<file path="src/rtl/proc16_pkg.sv">
// Shared proc16 definitions: datapath widths, NOP encoding and the fetch-queue entry layout.
package proc16_pkg;

  localparam int unsigned P16_ADDR_W  = 10;
  localparam int unsigned P16_INSTR_W = 16;

  localparam logic [P16_INSTR_W-1:0] P16_NOP = '0;

  typedef struct packed {
    logic [P16_ADDR_W-1:0]  pc;
    logic [P16_INSTR_W-1:0] instr;
  } fetch_entry_t;

endpackage

</file>
<file path="src/rtl/fetch_fifo.sv">
// Synchronous FIFO for fetched instructions: wrapping pointers, separate occupancy counter,
// flush, and push+pop when full.
module fetch_fifo #(
  parameter int unsigned WIDTH = 26,
  parameter int unsigned DEPTH = 4
) (
  input  logic                       clk,
  input  logic                       reset,
  input  logic                       flush,
  input  logic                       push,
  input  logic                       pop,
  input  logic [WIDTH-1:0]           wdata,
  output logic [WIDTH-1:0]           rdata,
  output logic [$clog2(DEPTH):0]     count,
  output logic                       full,
  output logic                       empty
);

  localparam int unsigned PW = $clog2(DEPTH);

  logic [WIDTH-1:0] r_mem [DEPTH];
  logic [PW-1:0]    r_wptr;
  logic [PW-1:0]    r_rptr;
  logic [PW:0]      r_count;
  logic             w_wr;
  logic             w_rd;

  always_comb begin
    full  = (r_count == (PW+1)'(DEPTH));
    empty = (r_count == '0);
    w_rd  = pop & ~empty;
    // A full FIFO still accepts a write when the head leaves in the same cycle.
    w_wr  = push & (~full | w_rd);
    rdata = r_mem[r_rptr];
    count = r_count;
  end

  always_ff @(posedge clk) begin
    if (reset | flush) begin
      r_wptr  <= '0;
      r_rptr  <= '0;
      r_count <= '0;
    end else begin
      if (w_wr) r_wptr <= r_wptr + 1'b1;
      if (w_rd) r_rptr <= r_rptr + 1'b1;
      case ({w_wr, w_rd})
        2'b10:   r_count <= r_count + 1'b1;
        2'b01:   r_count <= r_count - 1'b1;
        default: r_count <= r_count;
      endcase
    end
  end

  always_ff @(posedge clk) begin
    if (w_wr && !reset && !flush) r_mem[r_wptr] <= wdata;
  end

  a_count_bound: assert property (@(posedge clk) disable iff (reset)
    r_count <= (PW+1)'(DEPTH));
  a_no_overflow: assert property (@(posedge clk) disable iff (reset || flush)
    !(push && full && !pop));

endmodule

</file>
<file path="src/rtl/fetch_prefetch_queue.sv">
// Instruction-fetch prefetch queue: credit-based issue to a 1-cycle instruction memory, PC-tagged
// FIFO to decode, branch flush. Define FETCH_BYPASS_EN to forward returning data when the FIFO is empty.
module fetch_prefetch_queue
  import proc16_pkg::*;
#(
  parameter int unsigned ADDR_W  = P16_ADDR_W,
  parameter int unsigned INSTR_W = P16_INSTR_W,
  parameter int unsigned DEPTH   = 4
) (
  input  logic               clk,
  input  logic               reset,
  input  logic [ADDR_W-1:0]  pc_addr,
  input  logic               branch,
  output logic               pc_stall,
  output logic               imem_req,
  output logic [ADDR_W-1:0]  imem_addr,
  input  logic [INSTR_W-1:0] imem_rdata,
  output logic               id_valid,
  output logic [INSTR_W-1:0] id_instr,
  output logic [ADDR_W-1:0]  id_pc,
  input  logic               id_ready
);

  localparam int unsigned CW = $clog2(DEPTH) + 1;
  localparam int unsigned EW = ADDR_W + INSTR_W;

  logic              r_inflight;
  logic [ADDR_W-1:0] r_inflight_pc;

  logic [EW-1:0]     w_head;
  logic [EW-1:0]     w_resp;
  logic [CW-1:0]     w_count;
  logic [CW:0]       w_used;
  logic              w_full;
  logic              w_empty;
  logic              w_resp_ok;
  logic              w_bypass;
  logic              w_xfer;
  logic              w_push;
  logic              w_pop;
  logic              w_credit;

  always_comb begin
    w_resp    = {r_inflight_pc, imem_rdata};
    // A branch in this cycle kills the response returning now.
    w_resp_ok = r_inflight & ~branch & ~reset;
`ifdef FETCH_BYPASS_EN
    w_bypass  = w_empty & w_resp_ok;
`else
    w_bypass  = 1'b0;
`endif
    id_valid  = ~reset & (~w_empty | w_bypass);
    {id_pc, id_instr} = '0;
    if (id_valid) {id_pc, id_instr} = w_bypass ? w_resp : w_head;
    w_xfer    = id_valid & id_ready;
    w_pop     = w_xfer & ~w_empty;
    w_push    = w_resp_ok & ~(w_bypass & id_ready);
    w_used    = {1'b0, w_count} + {{CW{1'b0}}, r_inflight};
    w_credit  = w_used < (CW+1)'(DEPTH);
    imem_req  = ~reset & ~branch & (w_credit | w_xfer);
    pc_stall  = ~imem_req;
    imem_addr = pc_addr;
  end

  always_ff @(posedge clk) begin
    if (reset) begin
      r_inflight    <= 1'b0;
      r_inflight_pc <= '0;
    end else begin
      r_inflight    <= imem_req;
      r_inflight_pc <= pc_addr;
    end
  end

  fetch_fifo #(
    .WIDTH (EW),
    .DEPTH (DEPTH)
  ) u_fifo (
    .clk   (clk),
    .reset (reset),
    .flush (branch),
    .push  (w_push),
    .pop   (w_pop),
    .wdata (w_resp),
    .rdata (w_head),
    .count (w_count),
    .full  (w_full),
    .empty (w_empty)
  );

endmodule

</file>
<file path="config.mk">
export PLATFORM = sky130hd
export DESIGN_NAME = fetch_prefetch_queue
export DESIGN_NICKNAME = d
export VERILOG_FILES = /design/src/rtl/proc16_pkg.sv /design/src/rtl/fetch_fifo.sv /design/src/rtl/fetch_prefetch_queue.sv
export SDC_FILE = /design/constraint.sdc
export NUM_CORES = 1
export LEC_CHECK = 0
export ABC_AREA = 1
export CAP_MARGIN = 20
export CORE_UTILIZATION = 54
export CTS_CLUSTER_DIAMETER = 80
export DETAILED_ROUTE_END_ITERATION = 8
export GPL_TIMING_DRIVEN = 0
export PLACE_DENSITY = 0.79
export REMOVE_ABC_BUFFERS = 1
export SLEW_MARGIN = 25
export SYNTH_ARGS = -nofsm -noshare
export SYNTH_HDL_FRONTEND = slang
export SYNTH_SLANG_ARGS = --single-unit
</file>
<file path="constraint.sdc">
create_clock -name clk -period 2.64 [get_ports clk]
set_input_delay 0.264 -clock clk [delete_from_list [all_inputs] [get_ports clk]]
set_output_delay 0.264 -clock clk [all_outputs]
set_load 0.005 [all_outputs]
</file>
After elaboration in Yosys (flattened, before gate mapping). Memory sizes are Yosys's and may differ from the RTL's. A register that Yosys moved wholly into a read port is not among the register bits. Cells that the tools add are included.

Add/sub/neg operators: 5. Order comparisons: 1. Equal/unequal tests: 3. Mux-type cells: 7. Bitwise logic cells: 17. Reductions and logical operators: 6.

Operator list (count): 2-to-1 mux 16 bit (1); 2-to-1 mux 10 bit (1); AND 1 bit (9); case mux 3 bit (2 select lines) (1); inverter 1 bit (5); adder 2 x 1 -> 2 bit, second input constant (2); adder 3 x 1 -> 4 bit (1); less-than comparator 4 x 3 -> 1 bit, second input constant (1); 2-to-1 mux 2 bit (2); adder 3 x 1 -> 3 bit, second input constant (1); == test 3 bit, second input constant (1); logical NOT 3 bit (1); OR 1 bit (3); subtractor 3 x 1 -> 3 bit, second input constant (1); == test 2 x 1 -> 1 bit, second input constant (1); == test 2 bit, second input constant (1); logical AND 1 bit (2); logical NOT 1 bit (2); 2-to-1 mux 1 bit (2); nonzero test 2 bit (1).

Register bits after elaboration: 18. Memory bits (writable): 104. Bits of input ports: 30. Word-level logic and storage cells: 45. Memories: 1.

Memory list: u_fifo.r_mem (words 4, width 26, read ports 1, clocked after memory_dff 1, write ports 1, line fetch_fifo.sv:21) `logic [WIDTH-1:0] r_mem [DEPTH];`.

Longest topological paths before layout. Gate-level depths: netlist (run 1).

Depth in word-level cells: 12. Gate-level depth with buffers: 12.

Cells and area by module. From an unflattened synthesis (run 1), not the netlist that was laid out.

Cells, all modules: 438. Area, all modules: 5031.1 um^2.

Modules (own cells, without submodules): fetch_fifo (times used 1, cells each 327, area each 4367.9 um^2, seq. area each 3303.2 um^2); fetch_prefetch_queue (times used 1, cells each 111, area each 663.1 um^2, seq. area each 220.2 um^2).

Worst setup path after synthesis (run 1). Ideal clock, no wire load.

Kind: input port to flip-flop. Start: in reset. End: mem u_fifo.r_mem[0][0] (enable). Library setup time: 0.409 ns. Arrival: 1.863 ns. Required time: 2.231 ns. Path slack: 0.368 ns. Stages on the path: 4. Buffers on the path: 0. Cell sequence: or2_4 nor2_4 nand2_2 nor2_1.

Longest elaborated chain between the ends: 11.

Ends and longest elaborated chain: from (decl) (line fetch_prefetch_queue.sv:11) `input logic reset,`; inverter 1 bit (line fetch_prefetch_queue.sv:46, fetch_prefetch_queue.sv:52); AND 1 bit (line fetch_prefetch_queue.sv:52) `id_valid = ~reset & (~w_empty | w_bypass);`; AND 1 bit (line fetch_prefetch_queue.sv:55) `w_xfer = id_valid & id_ready;`; AND 1 bit (line fetch_prefetch_queue.sv:56) `w_pop = w_xfer & ~w_empty;`; AND 1 bit (line fetch_fifo.sv:31) `w_rd = pop & ~empty;`; OR 1 bit (line fetch_fifo.sv:33) `w_wr = push & (~full | w_rd);`; AND 1 bit (line fetch_fifo.sv:33); logical AND 1 bit * (2 in series) (line fetch_fifo.sv:55) `if (w_wr && !reset && !flush) r_mem[r_wptr] <= wdata;`; 2-to-1 mux 1 bit * (line fetch_fifo.sv:55); 2-to-1 mux 1 bit (not written as such) * (line fetch_fifo.sv:55); to (decl) (line fetch_fifo.sv:21).

Every way passes the cells marked *; elsewhere a longest branch is shown, timed or not.

==> run metrics, run 1 <==
slowest cell delay on critical path=0.55 ns; setup repair after global routing missed its margin=no; number of maximum-capacitance constraint violations=0; post-synthesis sequential area ratio=71.3%; Max Clock Freq=0.402 GHz; Post-Synth Adder-Cell Area=1.67%; pin count of the biggest net entering global routing=53; Core Footprint=0.00881 mm²; dominant cell type by count on the critical path=sky130_fd_sc_hd__nor2_1; initial core utilization=56.1%; count of final hold-check violations=0; VDD IR max=0.000478 V; global-route wire length before repair=15300 µm; syn_area_per_cell=11.7 µm²; Cell Count, Final, Fillers Out=609; cell at the slowest stage of the critical path=sky130_fd_sc_hd__clkdlybuf4s50_1; CTS Buf Count=17; Routed wire per std cell=16.2 µm; post-synthesis to final-layout area growth=29.7%; ordered cell list for the critical path=buf_12, nor2_1, nor2_1, o21ai_0, a21oi_1, clkdlybuf4s50_1; post-CTS clock slew at the launch and capture registers of the worst setup and hold paths=0.06 ns; antenna-violating nets left=0; basic-gate share of the synthesized area counting and, or, nand and nor cells=11.2%; detailed-router iteration count before antenna repair=6; final hold slack=0.235 ns; Crit path arrival time=2.22 ns; startpoint type of the worst setup path=flop; violations in the final reports=DRC; dpl cells=573; Iter 0 DRT Violations=300; Largest delay share family, worst path=buffers and inverters; top library cells by usage in the layout, fill and taps aside=sky130_fd_sc_hd__nor2_1, sky130_fd_sc_hd__edfxtp_1, sky130_fd_sc_hd__clkdlybuf4s50_1, sky130_fd_sc_hd__o21ai_0, sky130_fd_sc_hd__a21oi_1; Synth Area in Compound Gates=9.22%; port buffer count=68; largest family of logic cells by synthesized area=simple AND/OR/NAND/NOR gates; Worst Path Required=2.38 ns; PD cells=737 mW/mm²; Final setup viols=0; time the worst path needs with I/O delays and setup=2.49 ns; clock skew=0.00679 ns; vias in the first global route=3224; routability congestion estimate=0.781; number of H-tree branching levels=4; floorplan row count=34; vertical die dimension=97.6 µm; remaining design rule violation count=10; Worst Setup Path Type=reg2out; worst-path fanout max=36; Num Clock Sinks=124; Synth Instances=421; insertion delay of the later-clocked pin in the worst-skew pair=0.51 ns; Total GRT Usage=21.7%; Hold WC Path Type=in2reg; global route total overflow=0; Synth Area in XOR/XNOR=0.177%; fraction of layout cells with a size suffix above 1=10.8%; Die X-Extent=97.6 µm; Final Slew Violations=0; library cells used by synthesis=24; slew of the pin with the lowest slew margin=0.524 ns; status=finished with violations; Die Area=0.00953 mm²; flip-flop and latch count after synthesis=124; total detailed-routing wirelength=9870 µm; number of antenna violations at the first check in global routing=0; number of buffers inserted by hold repair at cts=0; most common cell after layout, fill and taps aside=sky130_fd_sc_hd__nor2_1; clock tree root buffer cell=sky130_fd_sc_hd__clkbuf_8; total leakage power=2.33 nW; worst max-slew margin expressed relative to the limit=65.0%; cell area after technology mapping=0.00494 mm²; diode count=0; Setup crit end kind=primary output; TritonCTS clock tree=yes; Bufs on Longest Clock Path=2; Critical path buffers and inverters=2; Final Power=4.72 mW; via count=3224; nets=524; IO Pins=69; number of warning messages in the yosys log=0; per-cell via count in the routed design=5.29; post-synthesis mux area share=0%; part of the cycle the worst path needs=94.3%; dpl hpwl=5370 µm
-- sequential cells by signal, indices dropped and copies added, names as in the netlist, named ones only --
register       flops
r_inflight         1
u_fifo.r_rptr      2
r_inflight_pc     10
u_fifo.count       3
u_fifo.r_mem     104
u_fifo.r_wptr      2
-- worst register-to-register path: cells and delay by family (launching register included) --
family,cells,cell delay (ns)
buf+inv,1,0.07
fa+ha+maj,2,0.58
simple gates,4,0.59
flops,1,0.32
compound gates,3,0.45
-- through the flow --
stage | utilization (%) | worst slack, ns | setup TNS [ns] | instance area (µm²)
floorplan | - | 0.368 | 0 | 4740
global route | 72.7 | 0.0304 | 0 | 6410
global placement | 63.1 | -1.33 | -154.89 | 5560
detailed placement | 64.9 | -0.156 | -1.43 | 5720
finish | 72.7 | 0.151 | 0 | 6410
CTS | 72.4 | 0.0208 | 0 | 6380
-- where the power goes --
part | leakage [nW] | total [mW] | switching, mW | internal [mW]
registers | 1.11 | 2.15 | 0.0104 | 2.14
clock network | 0.308 | 2.45 | 0.819 | 1.63
logic | 0.907 | 0.128 | 0.0569 | 0.0707
total | 2.33 | 4.72 | 0.886 | 3.83
-- timing repair --
item                       4_1_cts  5_1_grt
resized for setup                5        2
setup buffers                    1        3
setup endpoints to repair       26        6
gates cloned                     0        0
-- routing by layer --
layer	vias to the layer above	part of all wire, %	track usage (%)
li1	1562	-	-
met1	1516	41	25.9
met2	133	51	37.2
met3	13	6.6	4.89
met4	0	1.4	10.5
met5	-	0	0
-- Yosys cell counts, drive strengths merged --
cell | n | area, µm²
a21oi | 33 | 165
nand3 | 4 | 25.0
ha | 5 | 62.6
fa | 1 | 20.0
edfxtp | 104 | 3120
inv | 31 | 116
xor2 | 1 | 8.76
o211ai | 1 | 7.51
buf | 23 | 170
nand2 | 11 | 46.3
clkbuf | 6 | 28.8
o21ai | 55 | 275
or2 | 1 | 8.76
nor2 | 124 | 473
o31ai | 1 | 7.51
dfxtp | 20 | 400
-- layout make-up --
class / instances / area, µm²
clock buffer: 17 / 414
clock inverter: 15 / 220
fill: 578 / 2400
inverter: 31 / 124
multi-input combinational: 237 / 1130
sequential: 124 / 3530
tap: 108 / 135
timing repair buffer: 77 / 847
-- worst paths after layout --
kind                     from             endpoint  slack (ns)  cells past startpoint
min reg2reg  r_inflight_pc[8]  u_fifo.r_mem[2][24]        0.47                      0
min                     reset     r_inflight_pc[4]        0.24                      2
max reg2reg   u_fifo.count[1]      u_fifo.count[2]        0.52                     10
max                      flop          id_instr[1]        0.15                      6
-- cells by family (layout without fill, tap and decap cells) --
group,Yosys count,count (layout)
flip-flops,124,124
XOR/XNOR,1,1
AO/OA/AOI/OAI,90,90
AND/OR/NAND/NOR,140,140
adder cells (fa/ha/maj),6,6
buffers and inverters,60,140
Power figures use the tool's default switching activity.
==> run 2, diff against run 1 <==
PLACE_DENSITY = 0.83   (was 0.79)
==> run metrics, run 2 (synthesis gave the netlist of run 1 again) <==
status=finished with violations; violations in the final reports=DRC; Bufs on Longest Clock Path=2; post-synthesis to final-layout area growth=30.1%; Final Slew Violations=0; number of maximum-capacitance constraint violations=0; FF-to-FF path depth=11; number of buffers inserted by hold repair at cts=0; worst max-slew margin expressed relative to the limit=68.0%; post-CTS clock slew at the launch and capture registers of the worst setup and hold paths=0.05 ns; switching fraction of total power=18.2%; number of fillers in the final layout=553; ordered cell list for the critical path=clkdlybuf4s50_1, inv_1, nand2_4, a21oi_1, clkdlybuf4s50_1; final core utilization=73.0%; Post-Route Setup TNS=0 ns; time the worst path needs with I/O delays and setup=2.52 ns; number of antenna violations at the first check in global routing=0; vias in the first global route=3402; slowest cell delay on critical path=0.65 ns; port buffer count=68; insertion delay of the later-clocked pin in the worst-skew pair=0.52 ns; routability congestion estimate=0.710; detailed-router iteration count before antenna repair=7; top library cells by usage in the layout, fill and taps aside=sky130_fd_sc_hd__nor2_1, sky130_fd_sc_hd__edfxtp_1, sky130_fd_sc_hd__clkdlybuf4s50_1, sky130_fd_sc_hd__o21ai_0, sky130_fd_sc_hd__a21oi_1; total detailed-routing wirelength=10800 µm; Iter 0 DRT Violations=232; number of H-tree branching levels=4; part of the cycle the worst path needs=95.6%; share of power burned in registers=44.8%; Largest delay share family, worst path=buffers and inverters; initial core utilization=56.1%; fraction of layout cells with a size suffix above 1=10.0%; cell-internal power=3.92 mW; Total GRT Usage=23.8%; dpl hpwl=5940 µm; pin count of the biggest net entering global routing=53; Worst Setup Path Type=in2out; VDD IR max=0.000480 V; global-route met1 utilization=27.9%; startpoint type of the worst setup path=input pin; antenna-violating nets left=0; clock skew=0.00921 ns; worst hold path stage count=3; vertical die dimension=97.6 µm; Core Footprint=0.00881 mm²; final hold slack=0.290 ns; CTS Buf Count=17; slew of the pin with the lowest slew margin=0.478 ns; Final setup viols=0; Die Area=0.00953 mm²; TritonCTS clock tree=yes; met2 usage in global routing=39.7%; per-cell via count in the routed design=5.55; Crit path arrival time=2.26 ns; combinational cell fraction of total power=2.7%; footprint of the flip-flops and latches=0.00353 mm²; global-route wire length before repair=16600 µm; total leakage power=2.32 nW; remaining design rule violation count=10; peak-usage layer in the global routing report=met2; Hold WC Path Type=in2reg; Routed wire per std cell=17.8 µm; floorplan row count=34; Max Clock Freq=0.396 GHz; CP Depth=5; PD cells=746 mW/mm²; clock tree root buffer cell=sky130_fd_sc_hd__clkbuf_8; setup repair after global routing missed its margin=no; fin area=0.00642 mm²; most common cell after layout, fill and taps aside=sky130_fd_sc_hd__nor2_1; area of the multi-input gates=0.00113 mm²; net switching power=0.873 mW; Largest register FFs=104; cell at the slowest stage of the critical path=sky130_fd_sc_hd__clkdlybuf4s50_1; largest register by flop count=u_fifo.r_mem; via count=3368; post-detailed-placement cell area=0.00572 mm²; dominant cell type by count on the critical path=sky130_fd_sc_hd__clkdlybuf4s50_1; nets=522; diode count=0; Num Clock Sinks=124; Worst Path Required=2.38 ns; met3 Resource Use GR=6.40%; Setup crit end kind=primary output; IO Pins=69; worst-path fanout max=27; Die X-Extent=97.6 µm; Critical path buffers and inverters=3; count of final hold-check violations=0; global route total overflow=0; clock share of power=52.6%
## run 2: changes by cell type in the layout (fill, tap and decap cells not counted), sizes merged
| cell | previous run | this run |
|---|---|---|
| buf | 9 | 6 |
| bufinv | 5 | 6 |
| clkbuf | 17 | 20 |
| clkdlybuf4s50 | 67 | 68 |
| clkinvlp | 2 | 1 |
| dlymetal6s2s | 1 | 0 |
| inv | 33 | 31 |
## run 2: power groups by stage
stage	clock network (mW)	registers [mW]	logic [mW]
after floorplan	0	2.19	0.0303
after global placement	0	2.19	0.117
after detailed placement	0	2.19	0.127
after CTS	2.55	2.15	0.129
after global routing	2.63	2.15	0.139
final	2.52	2.15	0.129
## run 2: timing repair
action | CTS | global route
endpoints found under the setup margin | 26 | 6
cloned | 0 | 1
buffers inserted | 0 | 1
resized for setup | 8 | 3
## run 2: area by class of cell
cell class              count  share of cell area [%]
multi-input cells         237                    17.7
well taps                 108                    2.10
flip-flops and latches    124                    55.0
clock inverters            13                    3.45
inverters                  31                    2.08
repair buffers             75                    13.2
clock buffers              19                    6.56
## run 2: layer usage
metal | share of wire (%) | vias to the layer above | routed length [µm]
met2 | 52 | 177 | 5600
met4 | 1.9 | 0 | 211
met1 | 39 | 1606 | 4240
met5 | 0 | - | 0
li1 | - | 1562 | -
met3 | 7.1 | 23 | 767
## run 2: tightest hold or removal path: cells and delay by family
family / cells / cell delay, ns
buffers and inverters: 2 / 0.47
and+or+nand+nor: 1 / 0.03
## run 2: final timing paths
check	slack, ns	endpoint	from
min reg2reg	0.46	u_fifo.r_mem[3][21]	r_inflight_pc[5]
max	0.12	id_pc[1]	reset
min	0.29	r_inflight_pc[5]	pc_addr[5]
max reg2reg	0.54	u_fifo.count[2]	u_fifo.count[1]
## run 2: metrics by stage
stage                     instances  power [mW]  setup WS [ns]
after floorplan                 392        2.22          0.368
after global placement          568        2.30          -1.32
after detailed placement        573        2.31         -0.148
after CTS                       605        4.82         0.0267
after global routing            607        4.91         0.0276
final                           607        4.79          0.115
